<file path="config.mk">
export PLATFORM = sky130hd
export DESIGN_NAME = pipe_stage_skid
export DESIGN_NICKNAME = d
export VERILOG_FILES = /design/src/rtl/pipe_pkg.sv /design/src/rtl/sat_counter.sv /design/src/rtl/pipe_stage_skid.sv
export SDC_FILE = /design/constraint.sdc
export NUM_CORES = 1
export LEC_CHECK = 0
export BUFFER_PORTS_ARGS = -buffer_cell sky130_fd_sc_hd__clkbuf_2
export CORE_AREA = 2 2 129 131
export CTS_BUF_LIST = sky130_fd_sc_hd__clkbuf_4
export CTS_CLUSTER_DIAMETER = 100
export DETAILED_ROUTE_END_ITERATION = 7
export DIE_AREA = 0 0 131 133
export GPL_ROUTABILITY_DRIVEN = 0
export PLACE_DENSITY = 0.75
export SYNTH_ARGS = -nofsm -noshare
export SYNTH_HDL_FRONTEND = slang
export SYNTH_SLANG_ARGS = --single-unit
</file>
<file path="constraint.sdc">
create_clock -name clk -period 2.42 [get_ports clk]
set_input_delay 0.363 -clock clk [delete_from_list [all_inputs] [get_ports clk]]
set_output_delay 0.363 -clock clk [all_outputs]
set_load 0.02 [all_outputs]
</file>
<file path="src/rtl/pipe_pkg.sv">
// Shared pipeline definitions: default widths, the bubble/NOP control
// encoding and an example per-stage control layout that stages pack into
// their opaque in_ctrl bundle.
package pipe_pkg;

    localparam int unsigned CTRL_W_DEF = 32;
    localparam int unsigned DATA_W_DEF = 48;
    localparam int unsigned CNT_W_DEF  = 16;

    // Control value presented for an empty or bubble slot.
    localparam logic [31:0] NOP_CTRL = 32'h0000_0000;

    // Example ID/EX control layout (32 bits), packed by the stage owner.
    typedef struct packed {
        logic [7:0] opcode;
        logic       reg_we;
        logic       mem_we;
        logic       mem_re;
        logic [4:0] rd;
        logic [4:0] rs1;
        logic [4:0] rs2;
        logic [5:0] rsvd;
    } idex_ctrl_t;

    localparam idex_ctrl_t IDEX_NOP = '0;

endpackage

</file>
<file path="src/rtl/sat_counter.sv">
// Saturating up-counter used for debug performance counters.
// Ports: clk, rst_n (sync, active-low), inc (count enable), count (value).
module sat_counter
    import pipe_pkg::*;
#(
    parameter int unsigned CNT_W = CNT_W_DEF
) (
    input  logic             clk,
    input  logic             rst_n,
    input  logic             inc,
    output logic [CNT_W-1:0] count
);

    logic [CNT_W-1:0] count_q;
    logic [CNT_W-1:0] count_d;

    // Increment unless already at all-ones; never wraps.
    always_comb begin
        count_d = count_q;
        if (inc && (count_q != {CNT_W{1'b1}})) begin
            count_d = count_q + CNT_W'(1);
        end
    end

    always_ff @(posedge clk) begin
        if (!rst_n) begin
            count_q <= '0;
        end else begin
            count_q <= count_d;
        end
    end

    assign count = count_q;

endmodule

</file>
<file path="src/rtl/pipe_stage_skid.sv">
// Generic inter-stage pipeline register with a main slot and a one-entry
// skid slot, flush, bubble insertion, sticky halt freeze and saturating
// stall/bubble counters.
// Ports: clk, rst_n (sync, active-low); flush, insert_nop control;
// in_valid/in_ready/in_ctrl/in_data/in_hlt upstream handshake;
// out_valid/out_ready/out_ctrl/out_data/out_hlt downstream handshake;
// halted status; stall_cnt/bubble_cnt debug counters.
module pipe_stage_skid
    import pipe_pkg::*;
#(
    parameter int unsigned       CTRL_W      = CTRL_W_DEF,
    parameter int unsigned       DATA_W      = DATA_W_DEF,
    parameter logic [CTRL_W-1:0] BUBBLE_CTRL = CTRL_W'(NOP_CTRL),
    parameter int unsigned       CNT_W       = CNT_W_DEF
) (
    input  logic              clk,
    input  logic              rst_n,
    input  logic              flush,
    input  logic              insert_nop,
    input  logic              in_valid,
    output logic              in_ready,
    input  logic [CTRL_W-1:0] in_ctrl,
    input  logic [DATA_W-1:0] in_data,
    input  logic              in_hlt,
    output logic              out_valid,
    input  logic              out_ready,
    output logic [CTRL_W-1:0] out_ctrl,
    output logic [DATA_W-1:0] out_data,
    output logic              out_hlt,
    output logic              halted,
    output logic [CNT_W-1:0]  stall_cnt,
    output logic [CNT_W-1:0]  bubble_cnt
);

    logic              main_valid_q, main_valid_d;
    logic [CTRL_W-1:0] main_ctrl_q,  main_ctrl_d;
    logic [DATA_W-1:0] main_data_q,  main_data_d;
    logic              main_hlt_q,   main_hlt_d;
    logic              skid_valid_q, skid_valid_d;
    logic [CTRL_W-1:0] skid_ctrl_q,  skid_ctrl_d;
    logic [DATA_W-1:0] skid_data_q,  skid_data_d;
    logic              skid_hlt_q,   skid_hlt_d;
    logic              halted_q,     halted_d;

    logic main_free;
    logic accept;
    logic stall_inc;
    logic bubble_inc;

    // Only flush, insert_nop and reset act combinationally on in_ready.
    assign in_ready  = rst_n & ~skid_valid_q & ~halted_q & ~flush & ~insert_nop;
    assign accept    = in_valid & in_ready;
    assign main_free = ~main_valid_q | out_ready;
    assign stall_inc = main_valid_q & ~out_ready & ~halted_q & ~flush;

    // Next-state for both slots and halt, in priority flush > halt > nop > normal.
    always_comb begin
        main_valid_d = main_valid_q;
        main_ctrl_d  = main_ctrl_q;
        main_data_d  = main_data_q;
        main_hlt_d   = main_hlt_q;
        skid_valid_d = skid_valid_q;
        skid_ctrl_d  = skid_ctrl_q;
        skid_data_d  = skid_data_q;
        skid_hlt_d   = skid_hlt_q;
        halted_d     = halted_q;
        bubble_inc   = 1'b0;

        if (flush) begin
            main_valid_d = 1'b0;
            main_ctrl_d  = BUBBLE_CTRL;
            main_data_d  = '0;
            main_hlt_d   = 1'b0;
            skid_valid_d = 1'b0;
            halted_d     = 1'b0;
        end else if (halted_q) begin
            // Frozen: hold everything.
        end else if (insert_nop) begin
            // Bubble only replaces a free main slot; skid stays put.
            if (main_free) begin
                main_valid_d = 1'b0;
                main_ctrl_d  = BUBBLE_CTRL;
                main_data_d  = '0;
                main_hlt_d   = 1'b0;
                bubble_inc   = 1'b1;
            end
        end else if (main_free) begin
            if (skid_valid_q) begin
                main_valid_d = 1'b1;
                main_ctrl_d  = skid_ctrl_q;
                main_data_d  = skid_data_q;
                main_hlt_d   = skid_hlt_q;
                skid_valid_d = 1'b0;
            end else if (accept) begin
                main_valid_d = 1'b1;
                main_ctrl_d  = in_ctrl;
                main_data_d  = in_data;
                main_hlt_d   = in_hlt;
            end else begin
                main_valid_d = 1'b0;
                main_ctrl_d  = BUBBLE_CTRL;
                main_data_d  = '0;
                main_hlt_d   = 1'b0;
            end
        end else if (accept) begin
            skid_valid_d = 1'b1;
            skid_ctrl_d  = in_ctrl;
            skid_data_d  = in_data;
            skid_hlt_d   = in_hlt;
        end

        // Freeze as soon as a halt entry occupies the main slot.
        if (!flush && main_valid_d && main_hlt_d) begin
            halted_d = 1'b1;
        end
    end

    always_ff @(posedge clk) begin
        if (!rst_n) begin
            main_valid_q <= 1'b0;
            main_ctrl_q  <= BUBBLE_CTRL;
            main_data_q  <= '0;
            main_hlt_q   <= 1'b0;
            skid_valid_q <= 1'b0;
            skid_ctrl_q  <= '0;
            skid_data_q  <= '0;
            skid_hlt_q   <= 1'b0;
            halted_q     <= 1'b0;
        end else begin
            main_valid_q <= main_valid_d;
            main_ctrl_q  <= main_ctrl_d;
            main_data_q  <= main_data_d;
            main_hlt_q   <= main_hlt_d;
            skid_valid_q <= skid_valid_d;
            skid_ctrl_q  <= skid_ctrl_d;
            skid_data_q  <= skid_data_d;
            skid_hlt_q   <= skid_hlt_d;
            halted_q     <= halted_d;
        end
    end

    assign out_valid = main_valid_q;
    assign out_ctrl  = main_ctrl_q;
    assign out_data  = main_data_q;
    assign out_hlt   = main_hlt_q;
    assign halted    = halted_q;

    sat_counter #(.CNT_W(CNT_W)) u_stall_cnt (
        .clk   (clk),
        .rst_n (rst_n),
        .inc   (stall_inc),
        .count (stall_cnt)
    );

    sat_counter #(.CNT_W(CNT_W)) u_bubble_cnt (
        .clk   (clk),
        .rst_n (rst_n),
        .inc   (bubble_inc),
        .count (bubble_cnt)
    );

endmodule
</file>
==> flow_summary.html, run 1 <==
<table>
<tr><th>Metric</th><th>Value</th></tr>
<tr><th colspan="2">Worst setup path</th></tr>
<tr><td>Startpoint type of the worst setup path</td><td>flop</td></tr>
<tr><td>WS Path Type</td><td>flop to primary output</td></tr>
<tr><td>Peak fanout along the critical path</td><td>10</td></tr>
<tr><td>Reg2Reg Setup Slack</td><td>0.39 ns</td></tr>
<tr><td>Buffers and inverters on the worst path</td><td>3</td></tr>
<tr><td>Signal arrival time at the worst endpoint</td><td>1.67 ns</td></tr>
<tr><td>Critical Path Slowest Stage Cell</td><td>sky130_fd_sc_hd__dfxtp_1</td></tr>
<tr><td>Critical path's most frequent cell</td><td>sky130_fd_sc_hd__buf_4</td></tr>
<tr><td>Worst path cell trace</td><td>buf_4 &gt; nor2_1 &gt; buf_4 &gt; and2_1 &gt; clkbuf_2</td></tr>
<tr><td>CP Data Required Time</td><td>2.06 ns</td></tr>
<tr><td>Largest incremental delay on the critical path</td><td>0.33 ns</td></tr>
<tr><td>Dominant delay contributor by cell family on the critical path</td><td>buffers and inverters</td></tr>
<tr><td>Category of the worst setup path capture point</td><td>primary output</td></tr>
<tr><th colspan="2">Placed design</th></tr>
<tr><td>Number of buffers added on ports</td><td>202</td></tr>
<tr><td>Post-detail-place hpwl</td><td>13500 um</td></tr>
<tr><td>Number of cells after detailed placement</td><td>1251</td></tr>
<tr><th colspan="2">Global route</th></tr>
<tr><td>Maximum number of pins on one net before global-route repair</td><td>57</td></tr>
<tr><td>All-Layer GR Usage</td><td>25.2%</td></tr>
<tr><td>Total congestion overflow after global routing</td><td>0</td></tr>
<tr><td>Number of antenna violations at the first check in global routing</td><td>1</td></tr>
<tr><td>Vias in the first global route</td><td>7097</td></tr>
<tr><td>Wire length of the first global-routing pass</td><td>35500 um</td></tr>
<tr><th colspan="2">Detailed routing</th></tr>
<tr><td>Starting DRC count in detailed routing</td><td>560</td></tr>
<tr><td>Aggregate routed wire length</td><td>21900 um</td></tr>
<tr><td>Drt pass-1 iters</td><td>5</td></tr>
<tr><td>Via total after detailed routing</td><td>7702</td></tr>
<tr><td>Count of nets left with antenna violations after detail routing</td><td>0</td></tr>
<tr><td>Detail-routed via count per cell</td><td>5.68</td></tr>
<tr><td>Wire per inst</td><td>16.2 um</td></tr>
<tr><td>Final routed DRC violation total</td><td>0</td></tr>
<tr><th colspan="2">Clock network</th></tr>
<tr><td>Post-CTS resize count</td><td>0</td></tr>
<tr><td>Sinks on Clock Net</td><td>197</td></tr>
<tr><td>Clock network latency to the later pin of the worst-skew pair</td><td>0.58 ns</td></tr>
<tr><td>Max H-tree Level</td><td>4</td></tr>
<tr><td>Clock slew at reported path FFs</td><td>0.16 ns</td></tr>
<tr><td>Maximum buffer depth of the clock tree</td><td>2</td></tr>
<tr><td>Cts-stage hold buffer count</td><td>71</td></tr>
<tr><td>TritonCTS buffer count</td><td>17</td></tr>
<tr><td>Buffer type at the clock tree root</td><td>sky130_fd_sc_hd__clkbuf_4</td></tr>
<tr><td>Clock tree from TritonCTS</td><td>done</td></tr>
<tr><td>Post-CTS repair timing setup buffer count</td><td>0</td></tr>
<tr><th colspan="2">Timing</th></tr>
<tr><td>Period utilisation layout</td><td>84.0%</td></tr>
<tr><td>Accumulated negative setup slack</td><td>0 ns</td></tr>
<tr><td>Max Clock Skew</td><td>0.0192 ns</td></tr>
<tr><td>Unrepaired setup endpoints after global routing</td><td>no</td></tr>
<tr><td>Max-slew violation total from the final report</td><td>0</td></tr>
<tr><td>Upper clock frequency limit</td><td>492 MHz</td></tr>
<tr><td>Fin. Hold Viols</td><td>0</td></tr>
<tr><td>Rel. slew slack</td><td>49.4%</td></tr>
<tr><td>Number of endpoints failing setup at the final stage</td><td>0</td></tr>
<tr><td>Final worst path period need</td><td>2.03 ns</td></tr>
<tr><td>Post-route worst hold slack</td><td>0.0407 ns</td></tr>
<tr><td>Slew @ Worst Pin</td><td>0.753 ns</td></tr>
<tr><th colspan="2">Final layout</th></tr>
<tr><td>Synthesis-to-layout area growth</td><td>28.4%</td></tr>
<tr><td>Final standard cell utilization of the core</td><td>63.0%</td></tr>
<tr><td>Final Non-Filler Cells</td><td>1355</td></tr>
<tr><td>Share of final-layout standard cells stronger than drive strength 1</td><td>23.5%</td></tr>
<tr><td>Post-layout nets</td><td>1210</td></tr>
<tr><td>Fillcell total</td><td>1360</td></tr>
<tr><th colspan="2">Synthesis</th></tr>
<tr><td>Synthesized cell area</td><td>0.00793 mm^2</td></tr>
<tr><td>Post-synthesis net count</td><td>971</td></tr>
<tr><td>Most instantiated flip-flop cell in the synthesis netlist</td><td>sky130_fd_sc_hd__dfxtp_1</td></tr>
<tr><td>Flip-flop and latch count after synthesis</td><td>197</td></tr>
<tr><td>Synthesis warning total</td><td>0</td></tr>
<tr><td>Average cell area after synthesis</td><td>9.00 um^2</td></tr>
<tr><td>Synth Instances</td><td>882</td></tr>
<tr><td>Count of flip-flops with a built-in enable after synthesis</td><td>0</td></tr>
<tr><td>Cell types occupying the most area after synthesis</td><td>sky130_fd_sc_hd__dfxtp_1 50%, sky130_fd_sc_hd__o2bb2ai_1 8.8%, sky130_fd_sc_hd__a22oi_1 7.6%, sky130_fd_sc_hd__a21oi_1 6.2%, sky130_fd_sc_hd__nand3_1 5.8%</td></tr>
<tr><td>Dominant cell by count in the synthesized netlist</td><td>sky130_fd_sc_hd__dfxtp_1</td></tr>
<tr><td>Area fraction of the dominant cell type after synthesis</td><td>49.7%</td></tr>
<tr><td>Cell type with the largest total area after synthesis</td><td>sky130_fd_sc_hd__dfxtp_1</td></tr>
<tr><td>Post-synth top cells</td><td>197 x sky130_fd_sc_hd__dfxtp_1, 122 x sky130_fd_sc_hd__nand2_1, 98 x sky130_fd_sc_hd__a21oi_1, 92 x sky130_fd_sc_hd__nand3_1</td></tr>
<tr><td>Sequential area share after synthesis</td><td>49.7%</td></tr>
<tr><td>Count of distinct cell types in the synthesized netlist</td><td>43</td></tr>
<tr><td>Fraction of synthesis flops using an asynchronous set or reset pin</td><td>0%</td></tr>
<tr><th colspan="2">Floorplanning</th></tr>
<tr><td>Area inside the core boundary</td><td>0.0162 mm^2</td></tr>
<tr><td>Starting density of the core</td><td>49.1%</td></tr>
<tr><td>Std cell rows</td><td>47</td></tr>
<tr><td>Total Die Area</td><td>0.0174 mm^2</td></tr>
<tr><td>Number of primary I/O pins</td><td>203</td></tr>
<tr><td>Width of the die</td><td>131 um</td></tr>
<tr><td>Die extent in y</td><td>133 um</td></tr>
<tr><th colspan="2">Worst hold path</th></tr>
<tr><td>Hold WC Path Type</td><td>input pin to flop</td></tr>
<tr><th colspan="2">Power</th></tr>
<tr><td>PwrDens</td><td>521 mW/mm^2</td></tr>
<tr><td>Static leakage power</td><td>0.00361 uW</td></tr>
<tr><td>VDD IR-drop max</td><td>0.000308 V</td></tr>
<tr><th colspan="2">Flow run</th></tr>
<tr><td>Maximum Capacitance Violations</td><td>0</td></tr>
<tr><th colspan="2">Run status</th></tr>
<tr><td>Status</td><td>completed</td></tr>
</table>
worst min-delay path: stages:
cell,delay [ns]
sky130_fd_sc_hd__clkbuf_2,0.11
sky130_fd_sc_hd__nand3_1,0.07
sky130_fd_sc_hd__a21oi_1,0.05
cell type report:
| cell class | instances | area, um^2 | share of cell area, % |
|---|---|---|---|
| inverters | 6 | 22.5 | 0.221 |
| flip-flops and latches | 197 | 3950 | 38.7 |
| diodes | 1 | 2.50 | 0.0246 |
| repair buffers | 298 | 1980 | 19.5 |
| well taps | 220 | 275 | 2.70 |
| clock inverters | 13 | 125 | 1.23 |
| clock buffers | 19 | 143 | 1.40 |
| multi-input cells | 601 | 3690 | 36.2 |
where the power goes:
part	switching [uW]	total (uW)	internal (uW)
Sequential	5.62	3260	3250
Combinational	189	359	171
Clock	1140	1690	548
Total	1340	5310	3970
sequential cells by signal (all words and copies together), names as in the netlist:
name                count
out_data               48
skid_data_q            48
out_ctrl               32
skid_ctrl_q            32
u_bubble_cnt.count     16
u_stall_cnt.count      16
halted                  1
out_hlt                 1
out_valid               1
skid_hlt_q              1
skid_valid_q            1
cell usage in the layout, fill, tap and decap left out, types with 6 or more instances in the layout:
cell type / netlist / routed
sky130_fd_sc_hd__or4_1: 6 / 6
sky130_fd_sc_hd__clkbuf_4: 0 / 19
sky130_fd_sc_hd__nand3_1: 92 / 91
sky130_fd_sc_hd__a21oi_1: 98 / 98
sky130_fd_sc_hd__buf_4: 0 / 19
sky130_fd_sc_hd__clkbuf_2: 0 / 202
sky130_fd_sc_hd__o21ai_0: 7 / 7
sky130_fd_sc_hd__mux2i_1: 19 / 19
sky130_fd_sc_hd__nor2_1: 10 / 9
sky130_fd_sc_hd__dlygate4sd3_1: 0 / 71
sky130_fd_sc_hd__nand2_1: 122 / 122
sky130_fd_sc_hd__buf_12: 0 / 6
sky130_fd_sc_hd__nand2b_1: 18 / 18
sky130_fd_sc_hd__nor4_1: 7 / 7
sky130_fd_sc_hd__a22oi_1: 80 / 80
sky130_fd_sc_hd__dfxtp_1: 197 / 196
sky130_fd_sc_hd__o2bb2ai_1: 80 / 80
sky130_fd_sc_hd__nand4_1: 11 / 11
cells by family (layout without fill, tap and decap cells):
group	Yosys count	after routing	share of synthesized area [%]
AO/OA/AOI/OAI	288	288	25.4
adder cells (fa/ha/maj)	2	2	0.315
buffers and inverters	84	336	4.19
flip-flops	197	197	49.7
multiplexers	19	19	2.40
other	0	1	0
AND/OR/NAND/NOR	292	292	17.9
path summary, 6_finish.rpt:
check	start	depth (start not counted)	end
min reg2reg	skid_ctrl_q[31]	2	skid_ctrl_q[31]
max reg2reg	halted	4	u_bubble_cnt.count[8]
max	halted	5	in_ready
min	in_data[8]	3	skid_data_q[8]
per-layer routing:
layer	wire [um]	global-route usage, %	vias to the layer above
met5	0	0	-
met4	369	7.33	0
met3	1160	4.45	25
met2	10700	41.7	246
met1	9650	33.6	3677
li1	-	-	3754
per-stage QoR:
step	power, uW	setup WS [ns]	instance area, um^2
final	5310	0.387	10200
after global routing	5490	0.231	10200
after detailed placement	3590	0.190	9210
after global placement	3590	0.205	9210
after CTS	5360	0.327	10200
after floorplan	3440	0.232	7930
Power figures use the tool's default switching activity.
==> run 2: changes to the inputs <==
clock period = 2 ns   (was 2.42 ns; I/O delays follow)
==> run 2 against run 1 <==
Worst hold slack better by 0.026 ns. Utilization up 2.6 points. Routed wire length up 0.34%. Total power up 32%. Critical path depth unchanged. Cell area up 4.1%. Non-clock buffer count up 28. Critical endpoint unchanged. Highest routed layer unchanged.
==> flow_summary.html, run 2 (synthesis gave the netlist of run 1 again) <==
<table>
<tr><th>Metric</th><th>Value</th></tr>
<tr><th colspan="2">Run status</th></tr>
<tr><td>Status</td><td>completed</td></tr>
<tr><th colspan="2">Global route</th></tr>
<tr><td>Maximum number of pins on one net before global-route repair</td><td>93 (+63%)</td></tr>
<tr><td>GRT met3 Usage</td><td>6.03% (+1.6 points)</td></tr>
<tr><td>Most used routing layer in global routing</td><td>met2</td></tr>
<tr><td>Vias in the first global route</td><td>7240 (+2.0%)</td></tr>
<tr><td>All-Layer GR Usage</td><td>25.1% (-0.16 points)</td></tr>
<tr><td>Met2 global-route usage</td><td>38.5% (-3.3 points)</td></tr>
<tr><td>Met1 GRT Util</td><td>34.6% (+0.92 points)</td></tr>
<tr><td>Number of antenna violations at the first check in global routing</td><td>0 (-1)</td></tr>
<tr><td>Wire length of the first global-routing pass</td><td>35600 um (+0.35%)</td></tr>
<tr><td>Total congestion overflow after global routing</td><td>0 (unchanged)</td></tr>
<tr><th colspan="2">Final layout</th></tr>
<tr><td>Post-layout nets</td><td>1238 (+2.3%)</td></tr>
<tr><td>Share of final-layout standard cells stronger than drive strength 1</td><td>25.4% (+1.8 points)</td></tr>
<tr><td>Area of the multi-input gates</td><td>0.00372 mm^2 (+0.92%)</td></tr>
<tr><td>Fillcell total</td><td>1315 (-3.3%)</td></tr>
<tr><td>Synthesis-to-layout area growth</td><td>33.7%</td></tr>
<tr><td>Post-route cell area</td><td>0.0106 mm^2 (+4.1%)</td></tr>
<tr><td>Register area</td><td>0.00395 mm^2 (+0.16%)</td></tr>
<tr><td>Leading cell types in the layout, fill and taps excluded</td><td>201 x sky130_fd_sc_hd__clkbuf_2, 193 x sky130_fd_sc_hd__dfxtp_1, 122 x sky130_fd_sc_hd__nand2_1, 98 x sky130_fd_sc_hd__a21oi_1, 91 x sky130_fd_sc_hd__nand3_1</td></tr>
<tr><td>Antenna fix cells</td><td>0 (-1)</td></tr>
<tr><td>Most common cell after layout, fill and taps aside</td><td>sky130_fd_sc_hd__clkbuf_2</td></tr>
<tr><td>Final Non-Filler Cells</td><td>1382 (+2.0%)</td></tr>
<tr><th colspan="2">Power</th></tr>
<tr><td>Static leakage power</td><td>0.00382 uW (+5.7%)</td></tr>
<tr><td>PwrDens</td><td>659 mW/mm^2 (+26%)</td></tr>
<tr><td>Switching share of power</td><td>23.9% (-1.3 points)</td></tr>
<tr><td>Switching power total</td><td>1670 uW (+25%)</td></tr>
<tr><td>Register share of total power</td><td>56.4% (-5.0 points)</td></tr>
<tr><td>Clock network power share</td><td>37.0% (+5.1 points)</td></tr>
<tr><td>Share of total power in combinational logic</td><td>6.6% (-0.2 points)</td></tr>
<tr><td>Cell internal power dissipation</td><td>5320 uW (+34%)</td></tr>
<tr><td>VDD IR-drop max</td><td>0.000407 V (+32%)</td></tr>
<tr><th colspan="2">Worst setup path</th></tr>
<tr><td>Critical Path Slowest Stage Cell</td><td>sky130_fd_sc_hd__dfxtp_4</td></tr>
<tr><td>CP Data Required Time</td><td>1.70 ns (-0.36 ns)</td></tr>
<tr><td>Largest incremental delay on the critical path</td><td>0.37 ns (+0.04 ns)</td></tr>
<tr><td>Buffers and inverters on the worst path</td><td>3 (unchanged)</td></tr>
<tr><td>Dominant delay contributor by cell family on the critical path</td><td>buffers and inverters</td></tr>
<tr><td>Critical path's most frequent cell</td><td>sky130_fd_sc_hd__buf_6</td></tr>
<tr><td>Category of the worst setup path capture point</td><td>primary output</td></tr>
<tr><td>Signal arrival time at the worst endpoint</td><td>1.59 ns (-0.08 ns)</td></tr>
<tr><td>Peak fanout along the critical path</td><td>10 (unchanged)</td></tr>
<tr><td>WS Path Type</td><td>flop to primary output</td></tr>
<tr><td>Worst path cell trace</td><td>buf_6 &gt; nor2_4 &gt; buf_6 &gt; and2_1 &gt; clkbuf_8</td></tr>
<tr><td>Startpoint type of the worst setup path</td><td>flop</td></tr>
<tr><th colspan="2">Placed design</th></tr>
<tr><td>Post-detail-place hpwl</td><td>13100 um (-3.0%)</td></tr>
<tr><td>Placed inst area</td><td>0.00935 mm^2 (+1.6%)</td></tr>
<tr><td>Number of cells after detailed placement</td><td>1266 (+1.2%)</td></tr>
<tr><td>Number of buffers added on ports</td><td>202 (unchanged)</td></tr>
<tr><th colspan="2">Clock network</th></tr>
<tr><td>Sinks on Clock Net</td><td>197 (unchanged)</td></tr>
<tr><td>Clock network latency to the later pin of the worst-skew pair</td><td>0.57 ns (about the same)</td></tr>
<tr><td>TritonCTS buffer count</td><td>17 (unchanged)</td></tr>
<tr><td>Clock slew at reported path FFs</td><td>0.15 ns (about the same)</td></tr>
<tr><td>Buffer type at the clock tree root</td><td>sky130_fd_sc_hd__clkbuf_4</td></tr>
<tr><td>Clock tree from TritonCTS</td><td>done</td></tr>
<tr><td>Max H-tree Level</td><td>4 (unchanged)</td></tr>
<tr><td>Maximum buffer depth of the clock tree</td><td>2 (unchanged)</td></tr>
<tr><th colspan="2">Detailed routing</th></tr>
<tr><td>Final routed DRC violation total</td><td>0 (unchanged)</td></tr>
<tr><td>Count of nets left with antenna violations after detail routing</td><td>0 (unchanged)</td></tr>
<tr><td>Aggregate routed wire length</td><td>22000 um (+0.34%)</td></tr>
<tr><td>Starting DRC count in detailed routing</td><td>525 (-6.3%)</td></tr>
<tr><td>Via total after detailed routing</td><td>7803 (+1.3%)</td></tr>
<tr><td>Detail-routed via count per cell</td><td>5.65 (-0.67%)</td></tr>
<tr><td>Wire per inst</td><td>15.9 um (-1.6%)</td></tr>
<tr><td>Drt pass-1 iters</td><td>5 (unchanged)</td></tr>
<tr><th colspan="2">Floorplanning</th></tr>
<tr><td>Std cell rows</td><td>47 (unchanged)</td></tr>
<tr><td>Number of primary I/O pins</td><td>203 (unchanged)</td></tr>
<tr><td>Width of the die</td><td>131 um (unchanged)</td></tr>
<tr><td>Total Die Area</td><td>0.0174 mm^2 (unchanged)</td></tr>
<tr><td>Area inside the core boundary</td><td>0.0162 mm^2 (unchanged)</td></tr>
<tr><td>Die extent in y</td><td>133 um (unchanged)</td></tr>
<tr><td>Starting density of the core</td><td>49.1% (unchanged)</td></tr>
<tr><th colspan="2">Timing</th></tr>
<tr><td>Fin. Hold Viols</td><td>0 (unchanged)</td></tr>
<tr><td>Max-slew violation total from the final report</td><td>0 (unchanged)</td></tr>
<tr><td>Post-route worst hold slack</td><td>0.0668 ns (+0.0261 ns)</td></tr>
<tr><td>Slew @ Worst Pin</td><td>0.625 ns (-0.127 ns)</td></tr>
<tr><td>Number of endpoints failing setup at the final stage</td><td>0 (unchanged)</td></tr>
<tr><td>Upper clock frequency limit</td><td>528 MHz</td></tr>
<tr><td>Final worst path period need</td><td>1.89 ns</td></tr>
<tr><td>Unrepaired setup endpoints after global routing</td><td>no</td></tr>
<tr><td>Rel. slew slack</td><td>58.3% (+8.9 points)</td></tr>
<tr><td>Period utilisation layout</td><td>94.7%</td></tr>
<tr><td>Max Clock Skew</td><td>0.0197 ns (+0.000433 ns)</td></tr>
<tr><th colspan="2">Worst hold path</th></tr>
<tr><td>Hold WC Path Type</td><td>input pin to flop</td></tr>
<tr><th colspan="2">Flow run</th></tr>
<tr><td>Maximum Capacitance Violations</td><td>0 (unchanged)</td></tr>
</table>
==> run 2: changes by cell type in the layout (fill, tap and decap cells not counted), moves of 3 or more <==
cell / delta
sky130_fd_sc_hd__dlygate4sd3_1: +10
sky130_fd_sc_hd__bufinv_16: +4
sky130_fd_sc_hd__dfxtp_1: -3
sky130_fd_sc_hd__buf_4: +14
==> run 2: final timing paths <==
path         slack (ns)                    end  cells past startpoint             from
max                0.11               in_ready                      5           halted
min                0.07  u_bubble_cnt.count[7]                      3            rst_n
max reg2reg        0.11  u_bubble_cnt.count[6]                      5           halted
min reg2reg        0.47        skid_data_q[47]                      2  skid_data_q[47]
==> run 2: per-stage QoR <==
step / utilization (%) / TNS [ns] / total power, uW / worst slack [ns]
floorplan: - / -0.0379 / 4160 / -0.0379
finish: 65.6 / 0 / 6990 / 0.106
global route: 65.6 / 0 / 7240 / 0.000577
CTS: 65.3 / 0 / 7060 / 0.00207
global placement: 57.8 / 0 / 4340 / 0.0415
detailed placement: 57.8 / 0 / 4340 / 0.0130
==> run 2: routing by layer <==
| metal | part of all wire, % | up-vias |
|---|---|---|
| met1 | 45 | 3681 |
| li1 | - | 3827 |
| met4 | 2.0 | 0 |
| met2 | 47 | 264 |
| met5 | 0 | - |
| met3 | 6.0 | 31 |
==> run 2: area by class of cell <==
type	count	area share (%)
sequential	197	37.2
multi-input combinational	601	35.1
timing repair buffer	326	21.3
tap	220	2.59
clock inverter	15	2.32
clock buffer	17	1.20
inverter	6	0.212
==> run 2: tightest hold or removal path: stages <==
cell	delay [ns]
sky130_fd_sc_hd__clkbuf_2	0.15
sky130_fd_sc_hd__nand2_1	0.09
sky130_fd_sc_hd__mux2i_1	0.06
==> run 2: power groups by stage <==
stage | registers (uW) | logic [uW] | clock network [uW]
after floorplan | 4030 | 129 | 0
after global placement | 4020 | 317 | 0
after detailed placement | 4020 | 319 | 0
after CTS | 3940 | 450 | 2660
after global routing | 3940 | 499 | 2800
final | 3940 | 463 | 2590
==> run 2: timing repair <==
action                     4_1_cts  5_1_grt
hold endpoints to repair       153        0
setup buffers                    0        3
hold buffers                    81        0
gates resized for setup          5        7
setup endpoints to repair        1        7
pin swaps                        0        1
